$ cat src/rtl/fetch_ctrl_if.sv
`timescale 1ns/1ps
`default_nettype none
// ============================================================================
// Module   : fetch_ctrl_if
// Brief    : Shared memory-port bundle between the fetch controller (master)
//            and the external memory (slave). One transaction is held with
//            mreq until the memory answers with a one-cycle mack.
// Revision : 1.0  initial release
// ============================================================================
interface fetch_ctrl_if #(
  parameter int AW = 20
);
  logic          mreq;    // transaction request, held until mack
  logic          mwe;     // 1 = write
  logic [AW-4:0] madr;    // 64-bit word address
  logic [63:0]   mwdata;  // write data
  logic          mack;    // one-cycle completion pulse
  logic [63:0]   mdata;   // read data, valid with mack

  modport master (
    output mreq, mwe, madr, mwdata,
    input  mack, mdata
  );

  modport slave (
    input  mreq, mwe, madr, mwdata,
    output mack, mdata
  );
endinterface
`default_nettype wire

$ cat src/rtl/fetch_ctrl.sv
`timescale 1ns/1ps
`default_nettype none
// ============================================================================
// Module   : fetch_ctrl
// Brief    : Code-fetch sequencer and memory-port arbiter. Fetches bursts of
//            64-bit code words into the prefetch queue and shares the memory
//            port with execution-unit data accesses, which win at every word
//            boundary.
// Revision : 1.0  initial release
// ============================================================================
module fetch_ctrl #(
  parameter int BURST = 4,
  parameter int AW    = 20
) (
  input  logic          iClk,
  input  logic          iRst,
  // decode buffer side
  input  logic          iFetchReq,
  input  logic          iJump,
  input  logic [AW-1:0] iJumpAdr,
  output logic          oAckWr,
  output logic [63:0]   oWrData,
  output logic [2:0]    oMemIndex,
  output logic          oAckCnt,
  // execution-unit data side
  input  logic          iDReq,
  input  logic          iDWe,
  input  logic [AW-4:0] iDAdr,
  input  logic [63:0]   iDWData,
  output logic          oDAck,
  output logic [63:0]   oDRData,
  // shared memory port
  fetch_ctrl_if.master  mem
);

  typedef enum logic [1:0] {
    IDLE  = 2'd0,
    FETCH = 2'd1,
    DATA  = 2'd2
  } state_t;

  state_t        state;
  state_t        state_nx;

  logic [AW-4:0] fadr;       // next code word address
  logic [2:0]    first_idx;  // byte offset reported with the first word after a jump
  logic [3:0]    cnt;        // words still to fetch in the current burst
  logic          pending;    // one-deep queued fetch request
  logic          drop;       // outstanding fetch was overtaken by a jump
  logic          gap;        // forces one idle cycle after every transaction

  logic          req_active;
  logic          macked;
  logic          start_burst;
  logic          word_ok;
  logic          fetch_end;
  logic          data_done;

  // State register
  always_ff @(posedge iClk) begin
    if (iRst) state <= IDLE;
    else      state <= state_nx;
  end

  // Next-state decode and memory-port drive
  always_comb begin
    state_nx    = state;
    start_burst = 1'b0;
    word_ok     = 1'b0;
    fetch_end   = 1'b0;
    data_done   = 1'b0;
    req_active  = (state != IDLE) && !gap;
    macked      = req_active && mem.mack;
    mem.mreq    = req_active;
    mem.mwe     = 1'b0;
    mem.madr    = '0;
    mem.mwdata  = '0;

    case (state)
      IDLE: begin
        if (iDReq) begin
          state_nx = DATA;
        end else if ((pending || iFetchReq) && !iJump) begin
          state_nx    = FETCH;
          start_burst = 1'b1;
        end
      end

      FETCH: begin
        mem.madr = fadr;
        if (macked) begin
          // A coincident jump discards the word just like an earlier one.
          if (drop || iJump) begin
            fetch_end = 1'b1;
            state_nx  = IDLE;
          end else begin
            word_ok = 1'b1;
            if (cnt == 4'd1) begin
              fetch_end = 1'b1;
              state_nx  = IDLE;
            end else if (iDReq) begin
              state_nx = DATA;
            end
          end
        end else if (iJump && !req_active) begin
          // Jump between beats: nothing in flight, abort right away.
          state_nx = IDLE;
        end
      end

      DATA: begin
        mem.mwe    = iDWe;
        mem.madr   = iDAdr;
        mem.mwdata = iDWData;
        if (macked) begin
          data_done = 1'b1;
          state_nx  = (cnt != 4'd0 && !iJump) ? FETCH : IDLE;
        end
      end

      default: state_nx = IDLE;
    endcase
  end

  // Fetch address, burst bookkeeping and registered handshake outputs
  always_ff @(posedge iClk) begin
    if (iRst) begin
      fadr      <= '0;
      first_idx <= '0;
      cnt       <= '0;
      pending   <= 1'b0;
      drop      <= 1'b0;
      gap       <= 1'b0;
      oAckWr    <= 1'b0;
      oWrData   <= '0;
      oMemIndex <= '0;
      oAckCnt   <= 1'b0;
      oDAck     <= 1'b0;
      oDRData   <= '0;
    end else begin
      gap       <= macked;
      oAckWr    <= 1'b0;
      oMemIndex <= '0;
      oDAck     <= 1'b0;

      if (start_burst) begin
        cnt     <= 4'(BURST);
        oAckCnt <= 1'b1;
      end

      if (word_ok) begin
        oAckWr    <= 1'b1;
        oWrData   <= mem.mdata;
        oMemIndex <= first_idx;
        first_idx <= '0;
        fadr      <= fadr + 1'b1;
        cnt       <= cnt - 4'd1;
      end

      if (fetch_end) begin
        oAckCnt <= 1'b0;
        drop    <= 1'b0;
      end

      if (data_done) begin
        oDAck   <= 1'b1;
        oDRData <= mem.mdata;
      end

      // Requests seen while a burst cannot start now are remembered once.
      if (iJump || start_burst) pending <= 1'b0;
      else if (iFetchReq)       pending <= 1'b1;

      // A jump overrides every address/count update made above.
      if (iJump) begin
        fadr      <= iJumpAdr[AW-1:3];
        first_idx <= iJumpAdr[2:0];
        cnt       <= '0;
        if (state == FETCH && req_active && !mem.mack) drop <= 1'b1;
        else                                           oAckCnt <= 1'b0;
      end
    end
  end

endmodule
`default_nettype wire

$ cat src/flat_wrapper.sv
// flat-port wrapper written by rule: the top's interface ports become plain ports
module fetch_ctrl_flat 
#(
  parameter int BURST = 4,
  parameter int AW    = 20
)
  (iClk, iRst, iFetchReq, iJump, iJumpAdr, oAckWr, oWrData, oMemIndex, oAckCnt, iDReq, iDWe, iDAdr, iDWData, oDAck, oDRData, mem_mreq, mem_mwe, mem_madr, mem_mwdata, mem_mack, mem_mdata);
  fetch_ctrl_if #(.AW(AW)) mem_i ();
  input  logic iClk;
  input  logic iRst;
  input  logic iFetchReq;
  input  logic iJump;
  input  logic [AW-1:0] iJumpAdr;
  output logic oAckWr;
  output logic [63:0] oWrData;
  output logic [2:0] oMemIndex;
  output logic oAckCnt;
  input  logic iDReq;
  input  logic iDWe;
  input  logic [AW-4:0] iDAdr;
  input  logic [63:0] iDWData;
  output logic oDAck;
  output logic [63:0] oDRData;
  output wire logic [$bits(mem_i.mreq)-1:0] mem_mreq;
  output wire logic [$bits(mem_i.mwe)-1:0] mem_mwe;
  output wire logic [$bits(mem_i.madr)-1:0] mem_madr;
  output wire logic [$bits(mem_i.mwdata)-1:0] mem_mwdata;
  input wire logic [$bits(mem_i.mack)-1:0] mem_mack;
  input wire logic [$bits(mem_i.mdata)-1:0] mem_mdata;
  assign mem_mreq = mem_i.mreq;
  assign mem_mwe = mem_i.mwe;
  assign mem_madr = mem_i.madr;
  assign mem_mwdata = mem_i.mwdata;
  assign mem_i.mack = mem_mack;
  assign mem_i.mdata = mem_mdata;
  fetch_ctrl #(.BURST(BURST), .AW(AW)) u_core (.iClk(iClk), .iRst(iRst), .iFetchReq(iFetchReq), .iJump(iJump), .iJumpAdr(iJumpAdr), .oAckWr(oAckWr), .oWrData(oWrData), .oMemIndex(oMemIndex), .oAckCnt(oAckCnt), .iDReq(iDReq), .iDWe(iDWe), .iDAdr(iDAdr), .iDWData(iDWData), .oDAck(oDAck), .oDRData(oDRData), .mem(mem_i));
endmodule
$ cat config.mk
export PLATFORM = sky130hd
export DESIGN_NAME = fetch_ctrl_flat
export DESIGN_NICKNAME = d
export VERILOG_FILES = /design/src/rtl/fetch_ctrl_if.sv /design/src/rtl/fetch_ctrl.sv /design/src/flat_wrapper.sv
export SDC_FILE = /design/constraint.sdc
export NUM_CORES = 1
export LEC_CHECK = 0
export ABC_CLOCK_PERIOD_IN_PS = 4700
export CAP_MARGIN = 20
export CORE_AREA = 2 2 153 155
export CTS_CLUSTER_SIZE = 24
export DETAILED_ROUTE_END_ITERATION = 6
export DIE_AREA = 0 0 155 157
export PLACE_DENSITY = 0.66
export SETUP_SLACK_MARGIN = 0.2
export SLEW_MARGIN = 15
export SYNTH_ARGS = -nofsm -noshare
export SYNTH_HDL_FRONTEND = slang
export SYNTH_SLANG_ARGS = --single-unit
$ cat constraint.sdc
create_clock -name iClk -period 4.7 [get_ports iClk]
set_input_delay 0.94 -clock iClk [delete_from_list [all_inputs] [get_ports iClk]]
set_output_delay 0.94 -clock iClk [all_outputs]
set_load 0.01 [all_outputs]
* Word-level counts from Yosys, hierarchy flattened *
Index checks and enable logic that the tools add are counted.

cells by class
  equality and inequality tests = 7
  order comparisons = 0
  divide/modulo/power cells = 0
  shifts and indexed selects = 0
  reduce and logical (&&, ||, !) cells = 23
  muxes and demuxes = 40
  $add $sub $neg = 2
  multipliers = 0
  bitwise gates (word level) = 1

operator list
  operator                                                                number
  64-bit two-way mux                                                      1
  17-bit two-way mux                                                      2
  17-bit case mux with 2 select lines                                     1
  1-bit two-way mux                                                       23
  17-bit by 1-bit adder with 17-bit output (second input constant)        1
  2-bit two-way mux                                                       8
  4-bit two-way mux                                                       2
  1-bit logical AND                                                       7
  3-bit two-way mux                                                       2
  2-bit case mux with 3 select lines                                      1
  2-bit nonzero test                                                      3
  2-bit OR reduction                                                      3
  5-bit != test (second input constant)                                   1
  4-bit by 1-bit equality test with 1-bit output (second input constant)  1
  1-bit zero test                                                         4
  4-bit AND reduction                                                     1
  4-bit nonzero test                                                      1
  4-bit by 1-bit subtractor with 4-bit output (second input constant)     1
  1-bit logical OR                                                        3
  3-bit by 1-bit != test with 1-bit output (second input constant)        1
  3-bit by 2-bit != test with 1-bit output (second input constant)        1
  2-bit by 1-bit equality test with 1-bit output (second input constant)  1
  2-bit equality test (second input constant)                             1
  2-bit zero test                                                         1
  other kinds (2)                                                         2

word-level totals
  bits in registers = 163
  bits in latches = 0
  bits in read-only memories = 0
  memory bits (writable) = 0
  memories kept = 0

* Longest topological paths before layout *
  depth after elaboration = 9
  gate-level depth with buffers = 9
  gate-level depth less buffers = 6

* Worst setup path after synthesis *
No wires, ideal clock.

  kind = register to output
  start point = reg u_core.state[0]
  end point = out mem_mwdata[10]
  arrival time = 1.394 ns
  stages on the path, launching flop included = 7
  setup slack = 2.366 ns
  data required time = 3.760 ns
  cells stage by stage = dfxtp_1 -> inv_1 -> ha_1 -> clkbuf_1 -> clkbuf_1 -> clkbuf_1 -> and2_1

on the way
  word-level cells in the longest chain between the ends = 2

RTL lines
  what                    RTL line            source
  start, declared         fetch_ctrl.sv:42    state_t state;
  start signal, assigned  fetch_ctrl.sv:62    else state <= state_nx;
  2-bit equality test     fetch_ctrl.sv:79    case (state)
  64-bit two-way mux      fetch_ctrl.sv:79
  end, declared           flat_wrapper.sv:27  output wire logic [$bits(mem_i.mwdata)-1:0] mem_mwdata;

Every way passes these cells.

* Worst setup path after layout *
  start point = reg u_core.state[1]
  end point = out mem_madr[1]

on the way
  word-level cells in the longest chain between the ends = 2
  elaborated cells between the ends (all ways) = 3
  those cells by class = eq/ne: 2; mux: 1

RTL lines
  what                                                                                          RTL line            source
  2-bit equality test / 2-bit by 1-bit equality test with 1-bit output (equally long branches)  fetch_ctrl.sv:79
  17-bit case mux with 2 select lines (*)                                                       fetch_ctrl.sv:79
  end, declared                                                                                 flat_wrapper.sv:26  output wire logic [$bits(mem_i.madr)-1:0] mem_madr;

Every way passes the cells marked *; elsewhere a longest branch is shown, timed or not.

==> qor.txt <==
Switching share of power: 28.0%
Post-synth ARST share: 0%
R2R Path Start: u_core.state[1]$_SDFFE_PP0P_
Achievable clock frequency: 0.284 GHz
Register area share after synthesis: 47.0%
CTS resizes: 0
First-pass GRT wire length: 39.6 mm
Slew margin rel.: 36.4%
Pwr Density: 321 nW/um^2
Die ar.: 24,300 um^2
Reg2Reg Setup Slack: 1.59 ns
Layout Skew: 0.0104 ns
Cell variety after synth: 50
Mean post-synth cell area: 7.76 um^2
Die X: 155 um
Post-CTS setup buffer count: 0
Post-synthesis cell area: 6940 um^2
H-tree depth: 4
Final min period: 3.53 ns
Pre-antenna DRT Iters: 4
Unrepaired setup endpoints after global routing: false
Logic pwr share: 22.6%
Hold endpoint: u_core.oMemIndex[2]$_SDFF_PP0_
Nets: 1,425
CP Cell Sequence: inv_1, ha_1, a22oi_1, nor2b_1, clkdlybuf4s50_1
I/O pins: 389
Setup TNS: 0 ns
Sw Pwr: 1040 uW
EDFF count, synth: 0
Cts bufs inserted: 17
1st-iter DRT viols: 298
Clock Latency Late Sink: 0.43 ns
Hold Path Cell Cnt: 1
Cell Rows: 55
Largest net degree at the start of global routing: 86
Die height: 157 um
Wire per inst: 16.5 um
Outcome: completed
Antenna-violating nets left: 0
Post-Synthesis Cells: 894
Least-Margin Pin Slew: 0.954 ns
Tcrit/Tclk final: 75.0%
# clock sinks: 163
DR vias: 7,384
Crit-path max cell delay: 0.73 ns
Crit path buf inv count: 2
Fin util: 51.6%
Final slew viol count: 0
Clock Power Share: 38.2%
Syn Nets: 1,075
Post-DP HPWL: 17.9 mm
Worst Setup End Kind: primary output
Top FF cell, synth: dfxtp_1
Fillers: 2,114
Worst EP required: 3.76 ns
Crit path max fanout: 24
Clock Path Buffers: 2
Placer congestion estimate: 0.819
Int Pwr: 2690 uW
Overall routing resource usage: 20.6%
Hold Buf Count CTS: 0
Initial core utilization: 30.8%
Reg clk slew, reported paths: 0.07 ns
Antenna violations before repair: 0
Worst VDD drop: 0.196 mV
Setup crit start kind: flop
Post-Route WL: 25.5 mm
R2R Path End: u_core.cnt[3]$_SDFFE_PP0P_
Area growth, synth to finish: 67.4%
Placeable Area: 22,500 um^2
CP max stage cell: ha_1
DRC Markers: 0
Layout cell share with drive strength beyond 1: 4.46%
Lkg Pwr: 0.00395 uW
Final Hold Fails: 0
Hold Path Class: reg2reg
Diodes inserted: 0
Detail-routed via count per cell: 4.79
Crit path DAT: 2.59 ns
Root buffer cell: clkbuf_16
Synthesized flop and latch total: 163
Sequential Power Share: 39.1%
Congestion Overflow GR: 0
Synth Warn #: 0
# setup viols final: 0
Multi-input gate area: 3370 um^2
Vias in the first global route: 7,121
Worst hold start: u_core.first_idx[2]$_SDFFE_PP0P_
Setup CP Type: reg2out
Port Buffer Count: 388
Max Cap Viol: 0
CTS tree: yes
Worst path top cell family by delay: adder cells
Reg area: 3260 um^2
Reg2Reg Depth: 7
routing by layer:
metal  routed length [um]  track usage [%]  up-vias
met5                    0                0        -
met1                11400             26.8     3384
met3                 2270             7.57       34
met2                11300             31.4      277
met4                  506             6.92        0
li1                     -                -     3689
power by group through the flow:
stage | clock network, uW | registers (uW) | logic, uW
final | 1430 | 1460 | 843
after global routing | 1520 | 1470 | 916
after CTS | 1470 | 1460 | 849
after detailed placement | 0 | 1490 | 843
after global placement | 0 | 1490 | 845
after floorplan | 0 | 1490 | 367
worst max path at each step:
stage | start | end | slack [ns] | cells past startpoint
detailed placement | iJump | u_core.cnt[3]$_SDFFE_PP0P_ | 1.20 | 6
CTS | u_core.state[1]$_SDFFE_PP0P_ | mem_madr[1] | 1.13 | 5
finish | u_core.state[1]$_SDFFE_PP0P_ | mem_madr[1] | 1.17 | 5
global placement | iJump | u_core.cnt[2]$_SDFFE_PP0P_ | 1.25 | 6
floorplan | u_core.state[0]$_SDFFE_PP0P_ | mem_mwdata[10] | 2.37 | 6
global route | u_core.state[1]$_SDFFE_PP0P_ | mem_madr[1] | 0.94 | 5
placed cells by master, fill, tap and decap left out, types with 4 or more instances in the layout:
cell type	n
a22oi_1	19
clkbuf_16	17
nand4_1	5
a21oi_1	142
nand3_1	11
nor2b_1	18
nand2_1	279
clkdlybuf4s50_1	387
dfxtp_1	163
o311ai_0	6
a31oi_1	13
o211ai_1	4
buf_4	10
and2_1	70
ha_1	8
or3_1	6
inv_6	6
inv_1	12
nor2_1	9
o21ai_0	4
nor3_1	5
sequential cells by signal, indices dropped and copies added (netlist names), 2 cells and up:
name	count
u_core.first_idx	3
u_core.oMemIndex	3
u_core.fadr	17
u_core.state	2
u_core.cnt	4
u_core.oWrData	64
u_core.oDRData	64
cell families (layout without fill, tap and decap cells):
kind of cell / count (synthesis) / count (layout) / synth area share [%]
simple gates: 431 / 431 / 28.6
mux: 3 / 3 / 0.433
fa+ha+maj: 9 / 9 / 1.62
buf+inv: 80 / 443 / 4.76
flops: 163 / 163 / 47.0
compound gates: 207 / 207 / 17.5
xor+xnor: 1 / 1 / 0.126
worst reg2reg max path: cells and delay by family, from the launching register on:
family,cells,cell delay (ns)
simple gates,2,1.07
fa+ha+maj,1,0.73
buf+inv,2,0.55
flops,1,0.34
compound gates,2,0.33
Yosys cell counts, types with 5 or more instances:
cell type | count | area share, %
nand2_1 | 280 | 15
dfxtp_1 | 163 | 47
a21oi_1 | 142 | 10
and2_1 | 70 | 6.3
clkbuf_1 | 44 | 2.4
a22oi_1 | 19 | 2.1
buf_2 | 18 | 1.3
nor2b_1 | 18 | 1.6
a31oi_1 | 13 | 1.2
inv_1 | 12 | 0.65
nand3_1 | 12 | 0.87
nor2_1 | 10 | 0.54
ha_1 | 9 | 1.6
o311ai_0 | 6 | 0.76
or3_1 | 6 | 0.54
buf_1 | 5 | 0.27
nand4_1 | 5 | 0.45
nor3_1 | 5 | 0.36
final cells by class:
type	instances	area share, %
Timing Repair Buffer	399	34.3
Multi-Input combinational cell	651	29.0
Sequential cell	163	28.1
Clock buffer	18	3.69
Tap cell	285	3.07
Clock inverter	14	1.45
Inverter	12	0.388
through the flow:
| stage | total power [uW] | cells | hold WS [ns] | setup WS, ns | area [um^2] |
|---|---|---|---|---|---|
| 2_1_floorplan | 1860 | 894 | 0.429 | 2.37 | 6940 |
| 3_3_place_gp | 2330 | 1510 | 0.441 | 1.25 | 11000 |
| 3_5_place_dp | 2330 | 1510 | 0.440 | 1.20 | 11000 |
| 4_1_cts | 3780 | 1542 | 0.455 | 1.13 | 11600 |
| 5_1_grt | 3900 | 1542 | 0.471 | 0.938 | 11600 |
| 6_report | 3730 | 1542 | 0.451 | 1.17 | 11600 |
Power figures use the tool's default switching activity.
